**src/rtl/vend_ctrl_n.sv**
```systemverilog
// vend_ctrl_n: multi-item vending controller.
// Coins of 1/5/10 units accumulate into a saturating credit register. A buy
// dispenses one item for price(i) = PRICE_BASE + i*PRICE_STEP. Change is paid
// back greedily as 5-unit then 1-unit pulses, and cancel refunds the credit.
// Optional feature macro: VEND_STOCK_EN adds per-item stock counters and
// sold-out flags. Without it, sold_out is tied low and stock never blocks a buy.
module vend_ctrl_n #(
    parameter int NUM_ITEMS  = 4,
    parameter int SEL_W      = 2,
    parameter int CREDIT_W   = 6,
    parameter int PRICE_BASE = 3,
    parameter int PRICE_STEP = 2,
    parameter int STOCK_W    = 4,
    parameter int STOCK_INIT = 15
) (
    input  logic                 clk,
    input  logic                 R,
    input  logic                 P1,
    input  logic                 P5,
    input  logic                 P10,
    input  logic [SEL_W-1:0]     sel,
    input  logic                 buy,
    input  logic                 cancel,
    output logic                 item,
    output logic [SEL_W-1:0]     item_id,
    output logic                 change5,
    output logic                 change1,
    output logic                 reject,
    output logic                 err,
    output logic                 busy,
    output logic [CREDIT_W-1:0]  credit,
    output logic [NUM_ITEMS-1:0] sold_out
);

    // Price and coin arithmetic is one bit wider than credit so overflow is visible.
    localparam int CW1 = CREDIT_W + 1;
    localparam logic [CW1-1:0] MAX_CREDIT = {1'b0, {CREDIT_W{1'b1}}};

    typedef enum logic [1:0] {
        ST_IDLE   = 2'd0,
        ST_VEND   = 2'd1,
        ST_CHANGE = 2'd2
    } state_t;

    state_t                state_q;
    logic [CREDIT_W-1:0]   credit_q;
    logic                  p1_hist_q;
    logic                  p5_hist_q;
    logic                  p10_hist_q;
    logic                  item_q;
    logic [SEL_W-1:0]      item_id_q;
    logic                  change5_q;
    logic                  change1_q;
    logic                  reject_q;
    logic                  err_q;
    logic                  busy_q;

    logic                  edge1_s;
    logic                  edge5_s;
    logic                  edge10_s;
    logic                  coin_any_s;
    logic                  coin_multi_s;
    logic [CW1-1:0]        coin_val_s;
    logic [CW1-1:0]        coin_sum_s;
    logic                  coin_fits_s;
    logic [31:0]           sel_wide_s;
    logic [CW1-1:0]        price_s;
    logic                  sel_ok_s;
    logic                  sold_sel_s;
    logic                  buy_ok_s;
    logic                  change_big_s;
    logic [CREDIT_W-1:0]   change_credit_s;
    logic [NUM_ITEMS-1:0]  sold_out_s;

    // Coin edge decode, greedy coin priority and buy qualification.
    always_comb begin
        edge1_s      = P1  & ~p1_hist_q;
        edge5_s      = P5  & ~p5_hist_q;
        edge10_s     = P10 & ~p10_hist_q;
        coin_any_s   = edge1_s | edge5_s | edge10_s;
        coin_multi_s = (edge10_s & edge5_s) | (edge10_s & edge1_s) | (edge5_s & edge1_s);
        if (edge10_s) begin
            coin_val_s = CW1'(10);
        end else if (edge5_s) begin
            coin_val_s = CW1'(5);
        end else if (edge1_s) begin
            coin_val_s = CW1'(1);
        end else begin
            coin_val_s = {CW1{1'b0}};
        end
        coin_sum_s  = {1'b0, credit_q} + coin_val_s;
        coin_fits_s = (coin_sum_s <= MAX_CREDIT);

        sel_wide_s  = 32'(sel);
        price_s     = CW1'(PRICE_BASE + sel_wide_s * PRICE_STEP);
        sel_ok_s    = (sel_wide_s < NUM_ITEMS);
        if (sel_ok_s) begin
            sold_sel_s = sold_out_s[sel];
        end else begin
            sold_sel_s = 1'b0;
        end
        // A price above MAX_CREDIT can never be covered, so that item always errs.
        buy_ok_s = sel_ok_s & (price_s <= MAX_CREDIT) &
                   ({1'b0, credit_q} >= price_s) & ~sold_sel_s;

        change_big_s = (credit_q >= CREDIT_W'(5));
        if (change_big_s) begin
            change_credit_s = credit_q - CREDIT_W'(5);
        end else begin
            change_credit_s = credit_q - CREDIT_W'(1);
        end
    end

    // Main FSM: credit, coin history and all registered pulse outputs.
    always_ff @(posedge clk or negedge R) begin
        if (!R) begin
            state_q    <= ST_IDLE;
            credit_q   <= {CREDIT_W{1'b0}};
            p1_hist_q  <= 1'b0;
            p5_hist_q  <= 1'b0;
            p10_hist_q <= 1'b0;
            item_q     <= 1'b0;
            item_id_q  <= {SEL_W{1'b0}};
            change5_q  <= 1'b0;
            change1_q  <= 1'b0;
            reject_q   <= 1'b0;
            err_q      <= 1'b0;
            busy_q     <= 1'b0;
        end else begin
            p1_hist_q  <= P1;
            p5_hist_q  <= P5;
            p10_hist_q <= P10;
            item_q     <= 1'b0;
            item_id_q  <= {SEL_W{1'b0}};
            change5_q  <= 1'b0;
            change1_q  <= 1'b0;
            err_q      <= 1'b0;
            busy_q     <= 1'b0;
            // Any coin edge is refused unless the IDLE coin-only path takes it.
            reject_q   <= coin_any_s;
            case (state_q)
                ST_IDLE: begin
                    if (buy) begin
                        if (buy_ok_s) begin
                            credit_q  <= credit_q - price_s[CREDIT_W-1:0];
                            item_q    <= 1'b1;
                            item_id_q <= sel;
                            busy_q    <= 1'b1;
                            state_q   <= ST_VEND;
                        end else begin
                            err_q <= 1'b1;
                        end
                    end else if (cancel && (credit_q != {CREDIT_W{1'b0}})) begin
                        // The first refund pulse leaves on the same edge as the cancel.
                        change5_q <= change_big_s;
                        change1_q <= ~change_big_s;
                        credit_q  <= change_credit_s;
                        busy_q    <= 1'b1;
                        state_q   <= ST_CHANGE;
                    end else if (coin_any_s) begin
                        if (coin_fits_s) begin
                            credit_q <= coin_sum_s[CREDIT_W-1:0];
                        end else begin
                            credit_q <= credit_q;
                        end
                        reject_q <= coin_multi_s | ~coin_fits_s;
                    end else begin
                        state_q <= ST_IDLE;
                    end
                end
                ST_VEND: begin
                    if (credit_q != {CREDIT_W{1'b0}}) begin
                        change5_q <= change_big_s;
                        change1_q <= ~change_big_s;
                        credit_q  <= change_credit_s;
                        busy_q    <= 1'b1;
                        state_q   <= ST_CHANGE;
                    end else begin
                        state_q <= ST_IDLE;
                    end
                end
                ST_CHANGE: begin
                    if (credit_q != {CREDIT_W{1'b0}}) begin
                        change5_q <= change_big_s;
                        change1_q <= ~change_big_s;
                        credit_q  <= change_credit_s;
                        busy_q    <= 1'b1;
                    end else begin
                        state_q <= ST_IDLE;
                    end
                end
                default: begin
                    state_q <= ST_IDLE;
                end
            endcase
        end
    end

`ifdef VEND_STOCK_EN
    logic [STOCK_W-1:0]   stock_q [NUM_ITEMS];
    logic [NUM_ITEMS-1:0] sold_out_q;

    // Per-item stock: the dispensed item's counter drops during its VEND cycle.
    always_ff @(posedge clk or negedge R) begin
        if (!R) begin
            for (int i = 0; i < NUM_ITEMS; i++) begin
                stock_q[i] <= STOCK_W'(STOCK_INIT);
            end
            sold_out_q <= {NUM_ITEMS{(STOCK_W'(STOCK_INIT) == {STOCK_W{1'b0}})}};
        end else if (state_q == ST_VEND) begin
            for (int i = 0; i < NUM_ITEMS; i++) begin
                if ((SEL_W'(i) == item_id_q) && (stock_q[i] != {STOCK_W{1'b0}})) begin
                    stock_q[i]    <= stock_q[i] - STOCK_W'(1);
                    sold_out_q[i] <= (stock_q[i] == STOCK_W'(1));
                end else begin
                    stock_q[i]    <= stock_q[i];
                end
            end
        end else begin
            sold_out_q <= sold_out_q;
        end
    end

    assign sold_out_s = sold_out_q;
`else
    assign sold_out_s = {NUM_ITEMS{1'b0}};
`endif

    assign item     = item_q;
    assign item_id  = item_id_q;
    assign change5  = change5_q;
    assign change1  = change1_q;
    assign reject   = reject_q;
    assign err      = err_q;
    assign busy     = busy_q;
    assign credit   = credit_q;
    assign sold_out = sold_out_s;

endmodule

```
**config.mk**
```make
export PLATFORM = sky130hd
export DESIGN_NAME = vend_ctrl_n
export DESIGN_NICKNAME = d
export VERILOG_FILES = /design/src/rtl/vend_ctrl_n.sv
export SDC_FILE = /design/constraint.sdc
export NUM_CORES = 1
export LEC_CHECK = 0
export ABC_CLOCK_PERIOD_IN_PS = 3100
export BUFFER_PORTS_ARGS = -buffer_cell sky130_fd_sc_hd__buf_4
export CORE_MARGIN = 2
export CORE_UTILIZATION = 56
export DETAILED_ROUTE_END_ITERATION = 7
export GPL_TIMING_DRIVEN = 0
export PLACE_DENSITY = 0.85
export SETUP_SLACK_MARGIN = 0.5
export SLEW_MARGIN = 20
export SYNTH_ARGS = -nofsm -noshare
export SYNTH_HDL_FRONTEND = slang
export SYNTH_SLANG_ARGS = --single-unit
```
**constraint.sdc**
```tcl
create_clock -name clk -period 3.1 [get_ports clk]
set_clock_uncertainty 0.2 [all_clocks]
set_input_delay 0.775 -clock clk [delete_from_list [all_inputs] [get_ports clk]]
set_output_delay 0.775 -clock clk [all_outputs]
set_load 0.01 [all_outputs]
```
==> results.json <==
{
  "outcome": "complete, no violations",
  "dieWidth_um": 58.35,
  "grt_pass1_vias": 1526,
  "routed_wirelength_mm": 4.310,
  "achievable-frequency_ghz": 0.3882,
  "hp-class": "input port to asynchronous set/reset pin",
  "detailedPlace.worstSlack_ns": 0.04827,
  "synth_area_leader_cell": "sky130_fd_sc_hd__dfrtp_1",
  "relSlewSlack_pct": 64.68,
  "cts_htree_levels": 1,
  "yosysTopAreaCellShare_pct": 28.74,
  "layout_min_cycle_time_ns": 2.576,
  "share_of_synthesized_area_occupied_by_flip_flops_and_latches_pct": 28.74,
  "numCtsBuffers": 3,
  "ctsHoldBuffers": 0,
  "area_delta_synth_final_pct": 34.27,
  "detail-route-antenna-nets": 0,
  "core-area_um2": 2781,
  "worstSetupPathType": "input port to register",
  "slew_viol_final": 0,
  "diodes_inserted": 0,
  "setup_violations": 0,
  "wire_per_inst_um": 16.45,
  "synth_cell_type_count": 58,
  "reg2reg_slack_ns": 0.54,
  "synth-async-reset-ratio_pct": 100.0,
  "cts_tree": "built",
  "worstReg2RegEnd": "credit[4]",
  "via_count": 1564,
  "finalNetCount": 256,
  "fp.dieH_um": 58.35,
  "grt_usage_pct": 26.91,
  "critPathMaxStageDelay_ns": 0.29,
  "synth.ff_latch_count": 19,
  "cts.sink_count": 19,
  "cts-root-buf": "sky130_fd_sc_hd__clkbuf_4",
  "cp.required_ns": 3.14,
  "clk_pin_slew_worst_paths_ns": 0.12,
  "post_layout_nonfiller_instances": 262,
  "route.detailed.drc": 0,
  "leakage_nw": 0.9948,
  "synth_area_um2": 1654,
  "detail_route.vias_per_cell": 5.969,
  "yosys-top-cells-area": "sky130_fd_sc_hd__dfrtp_1 (29%), sky130_fd_sc_hd__ha_1 (11%), sky130_fd_sc_hd__a21oi_1 (4.8%), sky130_fd_sc_hd__o21ai_0 (4.2%), sky130_fd_sc_hd__nor2_1 (4.1%)",
  "setup.worst_path.end_class": "register",
  "reg2reg_depth": 11,
  "rsz0062_at_grt": "true",
  "placement.io_buffers": 22,
  "critical_path.cell_chain": "buf_4 -> ha_4 -> inv_2 -> ha_4 -> nand2b_4 -> a21oi_4 -> nor4b_4 -> buf_4 -> a211oi_4 -> buf_6 -> a21oi_2 -> a21oi_2",
  "grt_first_pass_wirelength_mm": 6.934,
  "dpl_hpwl_mm": 3.040,
  "dp.cells": 245,
  "synth_cells": 189,
  "syn_area_per_cell_um2": 8.752,
  "final.setup.tns_ns": 0,
  "drive_above_1_share_pct": 39.39,
  "yosys_warnings": 0,
  "gp_congestion": 0.9301,
  "worst_ep_arrival_time_ns": 2.62,
  "max_cap_violations": 0,
  "num_rows": 19,
  "worst_path_max_delay_cell": "sky130_fd_sc_hd__ha_4",
  "yosys_most_used_dff": "sky130_fd_sc_hd__dfrtp_1",
  "globalRoute.totalOverflow": 0,
  "final_min_period_over_clock_period_pct": 83.09,
  "drtPass1Iterations": 4,
  "synth_edf_count": 0,
  "io-pin-count": 27,
  "worst_margin_pin_slew_ns": 0.5299,
  "number_of_antenna_violations_at_the_first_check_in_global_routing": 0,
  "crit-reg2reg-launch": "credit[1]",
  "die_area_um2": 3405,
  "cts_max_path_buffers": 2,
  "timing.final.hold_violations": 0,
  "pin_count_of_the_biggest_net_entering_global_routing": 20,
  "critical_path.startpoint_type": "input port",
  "setup_ws_ns": 0.5241,
  "number_of_flip_flops_under_the_largest_register_name": 6,
  "floorplan.initialDensity_pct": 59.47,
  "power_per_cell_area_nw_per_um2": 1031,
  "clock_network_latency_to_the_later_pin_of_the_worst_skew_pair_ns": 0.32,
  "ir_drop_v": 0.0007768,
  "drt_first_iter_violations": 79,
  "crit_path_max_fanout": 5
}
## how the worst max path moves through the flow
stage          slack [ns]       from         to  cells after the start
2_1_floorplan        0.42        P10  credit[0]                     12
3_3_place_gp         0.06     sel[0]  credit[4]                     11
3_5_place_dp         0.05     sel[0]  credit[4]                     11
4_1_cts              0.51        P10  credit[5]                     12
5_1_grt              0.43  credit[1]  credit[4]                     11
6_report             0.52     sel[0]  credit[4]                     12
## layer usage
layer  track usage (%)  up-vias  wire length [µm]
li1                  -      747                 -
met5                 0        -                 0
met1             32.96      755              1759
met4             13.62        0               113
met3             2.637        9               184
met2             46.87       53              2253
## kinds of logic (layout without fill, tap and decap cells)
logic type	count (synthesis)	count (layout)	synth area share, %
other cells	1	4	0.2267
buf+inv	24	63	8.698
flops	19	19	28.74
compound gates	56	56	23.45
xor+xnor	5	5	2.648
fa+ha+maj	15	15	11.80
simple gates	66	66	22.54
mux	3	3	1.891
## synth_stat cells (all sizes together) (4+ instances only)
cell / count
nand3: 4
inv: 12
a21oi: 19
nor3: 5
dfrtp: 19
o21ai: 15
buf: 10
nand2: 10
nor2: 18
nor2b: 6
nand2b: 5
ha: 14
## where the power goes
group	internal, mW	switching (mW)	leakage, nW
sequential	0.340	0.108	0.233
combinational	0.816	0.889	0.744
clock	0.0483	0.0883	0.0177
## layout make-up
type / count / area (µm²)
Tap cell: 31 / 38.79
Fill cell: 183 / 560.5
Timing Repair Buffer: 35 / 274.0
Buffer: 12 / 105.1
Clock buffer: 3 / 22.52
Clock inverter: 1 / 5.005
Inverter: 12 / 48.80
Sequential cell: 19 / 476.7
Multi-Input combinational cell: 149 / 1250
## through the flow
stage          utilization, %  power, mW  hold WS (ns)  instance area, µm²
2_1_floorplan               -      1.475        0.2794                1733
3_3_place_gp            69.64      1.791        0.3763                1937
3_5_place_dp            69.64      1.836        0.3973                1937
4_1_cts                 75.48      2.094        0.1260                2100
5_1_grt                 79.85      2.460        0.1331                2221
6_report                79.85      2.290        0.1121                2221
## critical path, delay by kind of cell
kind,cells,cell delay [ns]
AO/OA/AOI/OAI,4,0.66
adder cells (fa/ha/maj),2,0.54
buffers and inverters,4,0.51
AND/OR/NAND/NOR,2,0.14
## timing repair
action,4_1_cts,5_1_grt
buffers inserted,8,4
cloned,1,0
gates resized for setup,17,19
endpoints found under the setup margin,8,8
pin swaps,7,13
## placed cells by master (no fill, tap or decap), types with 2 or more instances in the layout
master                     count
sky130_fd_sc_hd__nand2_1       9
sky130_fd_sc_hd__a21oi_2       3
sky130_fd_sc_hd__a21oi_1      12
sky130_fd_sc_hd__dfrtp_1      18
sky130_fd_sc_hd__nand4_1       2
sky130_fd_sc_hd__nor2b_1       2
sky130_fd_sc_hd__ha_4          5
sky130_fd_sc_hd__clkbuf_4      3
sky130_fd_sc_hd__ha_1          8
sky130_fd_sc_hd__nor3_2        2
sky130_fd_sc_hd__buf_6         7
sky130_fd_sc_hd__nand3b_1      2
sky130_fd_sc_hd__nor2b_4       4
sky130_fd_sc_hd__nand2b_1      4
sky130_fd_sc_hd__mux2i_1       2
sky130_fd_sc_hd__xor2_1        2
sky130_fd_sc_hd__o211ai_1      3
sky130_fd_sc_hd__and2_1        2
sky130_fd_sc_hd__inv_1        10
sky130_fd_sc_hd__nor3_1        3
sky130_fd_sc_hd__o21ai_0      10
sky130_fd_sc_hd__nor2_4        3
sky130_fd_sc_hd__conb_1        4
sky130_fd_sc_hd__nor2_1       15
sky130_fd_sc_hd__a31oi_1       2
sky130_fd_sc_hd__a21o_1        3
sky130_fd_sc_hd__o21ai_1       4
sky130_fd_sc_hd__buf_4        37
sky130_fd_sc_hd__nor3b_1       2
sky130_fd_sc_hd__nand3_1       3
sky130_fd_sc_hd__xnor2_1       3
sky130_fd_sc_hd__a21oi_4       4
(Power assumes the default switching activity.)
